$ cat src/rtl/uart_tx_arbiter_if.sv
// Requester/transmitter bundle for the UART TX arbiter. slave = arbiter side,
// master = requesters plus transmitter (or the bench standing in for them).
interface uart_tx_arbiter_if #(
  parameter int NumReq = 2
);
  logic [NumReq-1:0][7:0] ReqData;
  logic [NumReq-1:0]      ReqValid;
  logic [NumReq-1:0]      ReqLast;
  logic [NumReq-1:0]      ReqReady;
  logic [NumReq-1:0]      Grant;
  logic [7:0]             TxData;
  logic                   TxValid;
  logic                   TxReady;
  logic                   Busy;

  modport slave (
    input  ReqData, ReqValid, ReqLast, TxReady,
    output ReqReady, TxData, TxValid, Grant, Busy
  );

  modport master (
    output ReqData, ReqValid, ReqLast, TxReady,
    input  ReqReady, TxData, TxValid, Grant, Busy
  );
endinterface

$ cat src/rtl/uart_tx_arbiter.sv
// Round-robin arbiter sharing one UART transmitter among NumReq byte streams;
// a grant is held for a whole message (Last, burst cap or idle timeout).
module uart_tx_arbiter #(
  parameter int NumReq      = 2,
  parameter int MaxBurst    = 16,
  parameter int IdleTimeout = 4096
) (
  input  logic                Clock,
  input  logic                Reset,
  uart_tx_arbiter_if.slave    bus
);
  localparam int BW = $clog2(MaxBurst + 1);
  localparam int IW = $clog2(IdleTimeout + 1);

  localparam logic [0:0] IDLE = 1'b0;
  localparam logic [0:0] LOCK = 1'b1;

  logic [0:0]        state_q, state_d;
  logic [1:0]        g_q, g_d;
  logic [1:0]        ptr_q, ptr_d;
  logic [NumReq-1:0] grant_q, grant_d;
  logic [BW-1:0]     byte_q, byte_d;
  logic [IW-1:0]     idle_q, idle_d;

  logic              sel_vld, sel_last, xfer, rel, found;
  logic [7:0]        sel_data;
  logic [1:0]        pick;

  // Datapath is steered by the one-hot registered grant, so every control
  // output is a single AND level off flops and inputs; all-zero in IDLE.
  always_comb begin
    sel_data = '0;
    for (int i = 0; i < NumReq; i++)
      sel_data = sel_data | (bus.ReqData[i] & {8{grant_q[i]}});
  end

  assign sel_vld  = |(grant_q & bus.ReqValid);
  assign sel_last = |(grant_q & bus.ReqLast);
  assign xfer     = sel_vld & bus.TxReady;

  assign bus.TxData   = sel_data;
  assign bus.TxValid  = sel_vld;
  assign bus.ReqReady = grant_q & {NumReq{bus.TxReady}};
  assign bus.Grant    = grant_q;
  assign bus.Busy     = |grant_q;

  // First valid requester starting at ptr_q; scanning k downward lets the
  // closest candidate overwrite any later one.
  always_comb begin
    pick  = '0;
    found = 1'b0;
    for (int k = NumReq - 1; k >= 0; k--)
      for (int i = 0; i < NumReq; i++)
        if (bus.ReqValid[i] && (i == (int'(ptr_q) + k) % NumReq)) begin
          pick  = 2'(i);
          found = 1'b1;
        end
  end

  always_comb begin
    state_d = state_q;
    g_d     = g_q;
    ptr_d   = ptr_q;
    grant_d = grant_q;
    byte_d  = byte_q;
    idle_d  = idle_q;
    rel     = 1'b0;
    case (state_q)
      IDLE: begin
        if (found) begin
          state_d = LOCK;
          g_d     = pick;
          byte_d  = '0;
          idle_d  = '0;
          for (int i = 0; i < NumReq; i++)
            grant_d[i] = (pick == 2'(i));
        end
      end
      LOCK: begin
        if (sel_vld)
          idle_d = '0;
        else if (idle_q != IW'(IdleTimeout))
          idle_d = idle_q + 1'b1;
        if (xfer)
          byte_d = byte_q + 1'b1;
        // Last and burst cap on the same transfer collapse into one release.
        rel = (!sel_vld && idle_q == IW'(IdleTimeout - 1)) ||
              (xfer && (sel_last || byte_q == BW'(MaxBurst - 1)));
        if (rel) begin
          state_d = IDLE;
          grant_d = '0;
          ptr_d   = 2'((int'(g_q) + 1) % NumReq);
        end
      end
      default: state_d = IDLE;
    endcase
  end

  always_ff @(posedge Clock or posedge Reset) begin
    if (Reset) begin
      state_q <= IDLE;
      g_q     <= '0;
      ptr_q   <= '0;
      grant_q <= '0;
      byte_q  <= '0;
      idle_q  <= '0;
    end else begin
      state_q <= state_d;
      g_q     <= g_d;
      ptr_q   <= ptr_d;
      grant_q <= grant_d;
      byte_q  <= byte_d;
      idle_q  <= idle_d;
    end
  end
endmodule

$ cat src/flat_wrapper.sv
// flat-port wrapper written by rule: the top's interface ports become plain ports
module uart_tx_arbiter_flat 
#(
  parameter int NumReq      = 2,
  parameter int MaxBurst    = 16,
  parameter int IdleTimeout = 4096
)
  (Clock, Reset, bus_ReqData, bus_ReqValid, bus_ReqLast, bus_TxReady, bus_ReqReady, bus_TxData, bus_TxValid, bus_Grant, bus_Busy);
  uart_tx_arbiter_if #(.NumReq(NumReq)) bus_i ();
  input  logic Clock;
  input  logic Reset;
  input wire logic [$bits(bus_i.ReqData)-1:0] bus_ReqData;
  input wire logic [$bits(bus_i.ReqValid)-1:0] bus_ReqValid;
  input wire logic [$bits(bus_i.ReqLast)-1:0] bus_ReqLast;
  input wire logic [$bits(bus_i.TxReady)-1:0] bus_TxReady;
  output wire logic [$bits(bus_i.ReqReady)-1:0] bus_ReqReady;
  output wire logic [$bits(bus_i.TxData)-1:0] bus_TxData;
  output wire logic [$bits(bus_i.TxValid)-1:0] bus_TxValid;
  output wire logic [$bits(bus_i.Grant)-1:0] bus_Grant;
  output wire logic [$bits(bus_i.Busy)-1:0] bus_Busy;
  assign bus_i.ReqData = bus_ReqData;
  assign bus_i.ReqValid = bus_ReqValid;
  assign bus_i.ReqLast = bus_ReqLast;
  assign bus_i.TxReady = bus_TxReady;
  assign bus_ReqReady = bus_i.ReqReady;
  assign bus_TxData = bus_i.TxData;
  assign bus_TxValid = bus_i.TxValid;
  assign bus_Grant = bus_i.Grant;
  assign bus_Busy = bus_i.Busy;
  uart_tx_arbiter #(.NumReq(NumReq), .MaxBurst(MaxBurst), .IdleTimeout(IdleTimeout)) u_core (.Clock(Clock), .Reset(Reset), .bus(bus_i));
endmodule
$ cat config.mk
export PLATFORM = sky130hd
export DESIGN_NAME = uart_tx_arbiter_flat
export DESIGN_NICKNAME = d
export VERILOG_FILES = /design/src/rtl/uart_tx_arbiter_if.sv /design/src/rtl/uart_tx_arbiter.sv /design/src/flat_wrapper.sv
export SDC_FILE = /design/constraint.sdc
export NUM_CORES = 1
export LEC_CHECK = 0
export BUFFER_PORTS_ARGS = -buffer_cell sky130_fd_sc_hd__buf_2
export CAP_MARGIN = 5
export CORE_ASPECT_RATIO = 2
export CORE_MARGIN = 3
export CORE_UTILIZATION = 52
export DETAILED_ROUTE_END_ITERATION = 8
export PLACE_DENSITY_LB_ADDON = 0.12
export SLEW_MARGIN = 20
export SYNTH_ARGS = -nofsm -noshare
export SYNTH_HDL_FRONTEND = slang
export SYNTH_SLANG_ARGS = --single-unit
$ cat constraint.sdc
create_clock -name Clock -period 2.5 [get_ports Clock]
set_input_delay 0.375 -clock Clock [delete_from_list [all_inputs] [get_ports Clock]]
set_output_delay 0.375 -clock Clock [all_outputs]
set_load 0.02 [all_outputs]
After elaboration in Yosys (flattened, before gate mapping)
Cells that the tools add are included.
{"block": "op_classes", "reduce_logical": 20, "n_eq_ne": 9, "add_sub_neg": 4, "bitwise_logic": 9, "n_mux": 20}
{"op": "logical NOT 32 bit", "n": 2}
{"op": "2-to-1 mux 13 bit", "n": 3}
{"op": "case mux 13 bit (2 select lines)", "n": 1}
{"op": "bitwise AND 8 bit", "n": 2}
{"op": "adder 13 x 1 -> 13 bit, second input constant", "n": 1}
{"op": "== test 13 x 12 -> 1 bit, second input constant", "n": 1}
{"op": "inequality test 13 bit, second input constant", "n": 1}
{"op": "2-to-1 mux 5 bit", "n": 2}
{"op": "case mux 5 bit (2 select lines)", "n": 1}
{"op": "AND reduction 2 bit", "n": 5}
{"op": "2-to-1 mux 1 bit", "n": 9}
{"op": "OR 8 bit", "n": 1}
{"op": "bitwise AND 2 bit", "n": 3}
{"op": "logical AND 1 bit", "n": 6}
{"op": "OR reduction 2 bit", "n": 3}
{"op": "adder 5 x 1 -> 5 bit, second input constant", "n": 1}
{"op": "== test 5 x 4 -> 1 bit, second input constant", "n": 1}
{"op": "2-to-1 mux 2 bit", "n": 2}
{"op": "inequality test 2 bit, second input constant", "n": 2}
{"op": "case mux 2 bit (2 select lines)", "n": 1}
{"op": "inequality test 3 bit, second input constant", "n": 1}
{"op": "adder 1 bit, second input constant", "n": 2}
{"op": "== test 2 bit, first input constant", "n": 1}
{"op": "logical NOT 2 bit", "n": 1}
{"op": "8 further kinds", "n": 9}
{"block": "word_totals", "elab_cells": 68, "in_bits": 23, "regBits": 23}

Depth between registers and ports, before layout
{"block": "depth", "depth_word": 10, "ltp_mapped": 7, "ltp_nobuf": 7}

Worst setup path before layout
No wires, ideal clock.
{"block": "synth_path", "kind": "register -> register", "from": "register u_core.byte_q[0]", "to": "register u_core.ptr_q[0]", "stages_incl_launch_ff": 8, "slack_ns": 0.716, "arrival_time_ns": 1.705, "path_buffers": 0, "t_required_ns": 2.421, "path_cell_list": "dfrtp_1 -> ha_1 -> and3_1 -> ha_1 -> a221oi_1 -> nor3_1 -> a21oi_1 -> mux2i_1"}
{"block": "synth_via", "elab_chain_cells": 5}
{"item": "start, declared", "line": "uart_tx_arbiter.sv:22", "text": "logic [BW-1:0] byte_q, byte_d;"}
{"item": "start signal, assigned", "line": "uart_tx_arbiter.sv:112", "text": "byte_q <= byte_d;"}
{"item": "== test 5 x 4 -> 1 bit", "line": "uart_tx_arbiter.sv:88", "text": "(xfer && (sel_last || byte_q == BW'(MaxBurst - 1)));"}
{"item": "logical OR 1 bit", "line": "uart_tx_arbiter.sv:88"}
{"item": "logical AND 1 bit", "line": "uart_tx_arbiter.sv:88"}
{"item": "logical OR 1 bit", "line": "uart_tx_arbiter.sv:87", "text": "rel = (!sel_vld && idle_q == IW'(IdleTimeout - 1)) ||"}
{"item": "AND reduction 2 bit (no source line)"}
{"item": "end signal, assigned", "line": "uart_tx_arbiter.sv:110", "text": "ptr_q <= ptr_d;"}
{"item": "end, declared", "line": "uart_tx_arbiter.sv:20", "text": "logic [1:0] ptr_q, ptr_d;"}
No other way between the ends.
A chain may end at the register's enable or synchronous reset.

Final worst setup path
Ends and elaborated chain as after synthesis.

==> results <==
- The post-CTS resize count is 0.
- Counting every net in the synthesized netlist gives 183.
- After routing, the total negative slack on setup checks comes to 0 ps.
- The floorplan step defined a die boundary enclosing 3440 µm².
- The static leakage is 0.817 nW.
- The share of final-layout standard cells stronger than drive strength 1 is 0.247.
- Ranked by total cell area, the synthesized netlist is headed by sky130_fd_sc_hd__dfrtp_1 (40%), sky130_fd_sc_hd__a22o_1 (6.2%), sky130_fd_sc_hd__o21ai_0 (5.3%), sky130_fd_sc_hd__nand3_1 (4.9%), sky130_fd_sc_hd__ha_1 (3.5%).
- No sink is reached through more buffers than the 2 on the longest clock path.
- The dominant combinational cell family by area after synthesis is compound AO/OA/AOI/OAI gates.
- The most frequently used flop master after synthesis is sky130_fd_sc_hd__dfrtp_1.
- The summed area of non-filler cells in the final layout is 1640 µm².
- In the routed layout, each cell is associated on average with a via count of 6.18.
- The critical path goes through ha_1 > and3_1 > ha_1 > a221oi_1 > nor3_1 > a21oi_1 > mux2i_1.
- The cell type with the largest total area after synthesis is sky130_fd_sc_hd__dfrtp_1.
- The path depth of the worst reg2reg path is 7.
- The count of hold-fix buffers inserted at cts is 0.
- The number of global-route vias before repair came to 1311.
- The signal arrival time at the worst endpoint is 2160 ps.
- The first global-routing pass estimated 6.04 mm of wire.
- The worst setup path is of the reg -> reg kind.
- In this run the worst path has a maximum fanout of 3.
- Across all layers, the routed design uses 1347 vias.
- The measured slew at the worst slew-check pin is 880 ps.
- The number of enable flip-flop cells after synthesis is 0.
- Power spread over the standard cell area amounts to 885 nW/µm².
- The core outline area is 2570 µm².
- The largest net degree at the start of global routing is 24.
- The width of the chip is 43 µm.
- The die height is 80 µm.
- The register clock-pin slew on the reported worst setup and hold paths is 80 ps.
- The post-route clock period utilization is 0.787.
- Once the clock tree was built, the setup fixing pass inserted 0 buffers.
- CTS built an H-tree with a depth of 1.
- The number of CTS-inserted buffers is 3.
- The cell sitting at the root of the clock tree is a sky130_fd_sc_hd__clkbuf_8.
- At the worst endpoint, the required time is 2700 ps.
- The tree built by TritonCTS fans out to 23 sinks.
- The flow ran to the end, and the final reports show no timing, DRC or antenna violations.
- The smallest clock period supported by the final layout is computed as 1970 ps.
- The net count reported at finish is 218.
- The setup slack of the most critical reg-to-reg path is 530 ps.
- The number of ports placed on the die boundary is 37.
- The startpoint identified for the worst register-to-register timing path is u_core.byte_q[0].
- The worst-case clock skew is 4.27 ps.
- The detailed-placement wirelength estimate is 2.77 mm.
- The number of antenna violations at the first check in global routing is 0.
- STA classifies the critical path endpoint as a register.
- The count of buffers inserted at the top-level ports is 36.
- The number of warning messages in the yosys log is 0.
- For this configuration, the core starts out at a cell density of 0.554.
- The sequential element share of the synthesized area is 0.404.
- The tool flagged a number of max-cap violations equal to 0.
- The buffering stage count on the worst path with inverters included is 0.
- The post-synthesis average cell area is 9.13 µm².
- Compared with the post-synthesis result, the final layout area differs by 15.5%.
- The highest clock rate is 508 MHz.
- The final global-route overflow total is 0.
- The number of optimization iterations in the first detailed-route pass is 4.
- The total setup violations reported at the end of the flow is 0.
- The library cell contributing the largest single delay on the critical path is sky130_fd_sc_hd__dfrtp_1.
- The number of nets with antenna violations after detailed routing is 0.
- The destination of the worst register-to-register timing path is u_core.ptr_q[0].
- The unique cell type count in the Yosys netlist is 45.
- The clock network latency to the later pin of the worst-skew pair is 270 ps.
- Of the total synthesized cell area, the portion taken by XOR and XNOR cells is 0.0123.
- The highest ir drop seen on vdd is 0.615 mV.
- Of the post-synthesis cell area, the part taken by muxes is 0.0141.
- The number of hold violations in the final report is 0.
- In this run the worst setup path terminates at u_core.ptr_q[0].
- After the first detailed-routing iteration, the DRC count stood at 36.
- In this design, the stage delay of the slowest critical-path cell is 410 ps.
- The combined area of all synthesized cells is 1420 µm².
- For this run, design rule violations remaining after detail routing come to 0.
- By instance count, the cell type seen most on the critical path is sky130_fd_sc_hd__ha_1.
- The complex-gate fraction of the synthesized area was 0.257.
- The category of cells accounting for the largest share of critical-path delay is compound AO/OA/AOI/OAI gates.
- Setup repair after global routing left no endpoint under its margin.
- The number of max-slew violations in the final report is 0.
- In this run the worst setup path begins at u_core.byte_q[0].
- The area share of and/or/nand/nor cells after synthesis is 0.221.
- Synthesis produced a netlist whose cell count is 156.
- The share of Yosys cell area claimed by the top area cell type is 0.404.
- The proportion of register bits with asynchronous set or reset after synthesis is 1.00.
- In the final routed layout, each cell accounts on average for 16.4 µm.
- The placed instance area is 1600 µm².
- The number of antenna repair diodes is 0.
- STA classifies the critical path startpoint as a register.
- TritonCTS built the clock tree.
- In this run the tightest slew margin relative to its limit is 0.409.
- The critical path depth in cells is 7.
- The adder-cell share of the synthesized area is 0.0351.
- The floorplan row count is 26.
- The overall track demand over capacity in global routing is 0.227.
- In this run, synthesis produced a sequential element count of 23.
- The final weighted congestion in routability-driven placement is 0.871.
- After detailed routing, the total wire length is 3.58 mm.
- The worst hold path class is in -> async.
==> per-layer routing <==
| metal | wire [µm] | vias to the layer above | share of wire | GRT usage |
|---|---|---|---|---|
| li1 | - | 663 | - | - |
| met1 | 1290 | 618 | 0.36 | 0.230 |
| met2 | 1990 | 60 | 0.56 | 0.452 |
| met3 | 240 | 6 | 0.067 | 0.0316 |
| met4 | 58 | 0 | 0.016 | 0.0665 |
| met5 | 0 | - | 0 | 0 |
==> worst min path at each step <==
stage	cells past startpoint	end	from
2_1_floorplan	1	u_core.bus.Grant[0]	Reset
3_3_place_gp	1	u_core.ptr_q[0]	u_core.g_q[0]
3_5_place_dp	1	u_core.ptr_q[0]	u_core.g_q[0]
6_report	2	u_core.idle_q[9]	Reset
5_1_grt	2	u_core.idle_q[9]	Reset
4_1_cts	2	u_core.idle_q[0]	Reset
==> area by class of cell <==
cell class                      count  area [µm²]
Fill cell                         230         926
Multi-Input combinational cell    117         768
Sequential cell                    23         576
Timing Repair Buffer               36         180
Clock buffer                        4        45.0
Inverter                           10        40.0
Tap cell                           28        35.0
==> worst register-to-register path, delay by kind of cell (launching register included) <==
| family | cells | cell delay [ps] |
|---|---|---|
| adders and majority gates | 2 | 420 |
| AOI/OAI and AO/OA | 2 | 530 |
| muxes | 1 | 200 |
| and+or+nand+nor | 2 | 340 |
| DFF | 1 | 410 |
==> Yosys cell counts (all sizes together), types with 2 or more instances <==
master	count
a21oi	4
and3	2
ha	4
nand2	11
a211oi	2
nor3	6
a21o	3
a22o	10
nor4b	2
clkbuf	3
o21ai	16
and2	3
inv	9
buf	3
nand4	3
xor2	2
dfrtp	23
mux2i	2
and4	2
nand3	14
a31oi	4
nor2	10
==> power breakdown <==
group          switching [W]  internal [W]  total [W]
sequential          0.000140      0.000463   0.000603
combinational       0.000357      0.000261   0.000618
clock               0.000119      0.000114   0.000233
total               0.000616      0.000838    0.00145
==> layout by cell type (no fill, tap or decap), types with 4 or more instances in the layout <==
| cell | synthesis | layout |
|---|---|---|
| sky130_fd_sc_hd__ha_1 | 4 | 4 |
| sky130_fd_sc_hd__a31oi_1 | 4 | 4 |
| sky130_fd_sc_hd__a21oi_1 | 4 | 4 |
| sky130_fd_sc_hd__buf_2 | 1 | 36 |
| sky130_fd_sc_hd__nand3_1 | 14 | 14 |
| sky130_fd_sc_hd__nor3_1 | 6 | 6 |
| sky130_fd_sc_hd__nor2_1 | 9 | 9 |
| sky130_fd_sc_hd__dfrtp_1 | 23 | 23 |
| sky130_fd_sc_hd__inv_1 | 8 | 8 |
| sky130_fd_sc_hd__o21ai_0 | 15 | 15 |
| sky130_fd_sc_hd__nand2_1 | 11 | 11 |
| sky130_fd_sc_hd__a22o_1 | 10 | 10 |
==> registers in the layout (all words and copies together), names as in the netlist <==
| register | count |
|---|---|
| u_core.idle_q | 13 |
| u_core.ptr_q | 1 |
| u_core.g_q | 1 |
| u_core.byte_q | 5 |
| u_core.bus.Grant | 2 |
| u_core.state_q | 1 |
==> logic make-up (layout without fill, tap and decap cells) <==
logic type	Yosys count	count (layout)
and+or+nand+nor	59	59
adders and majority gates	4	4
xor gates and xnor gates	2	2
muxes	2	2
DFF	23	23
buffers and inverters	16	50
AOI/OAI and AO/OA	50	50
==> metrics by stage <==
stage,utilization,hold WS [ps],total power [W],std cells,setup slack (ps)
floorplan,-,377,0.00106,156,716
global placement,0.622,456,0.00120,214,588
detailed placement,0.622,467,0.00123,214,529
CTS,0.640,316,0.00146,218,508
global route,0.640,340,0.00156,218,373
finish,0.640,280,0.00145,218,532
No activity file was read; power rests on OpenSTA's default activity.
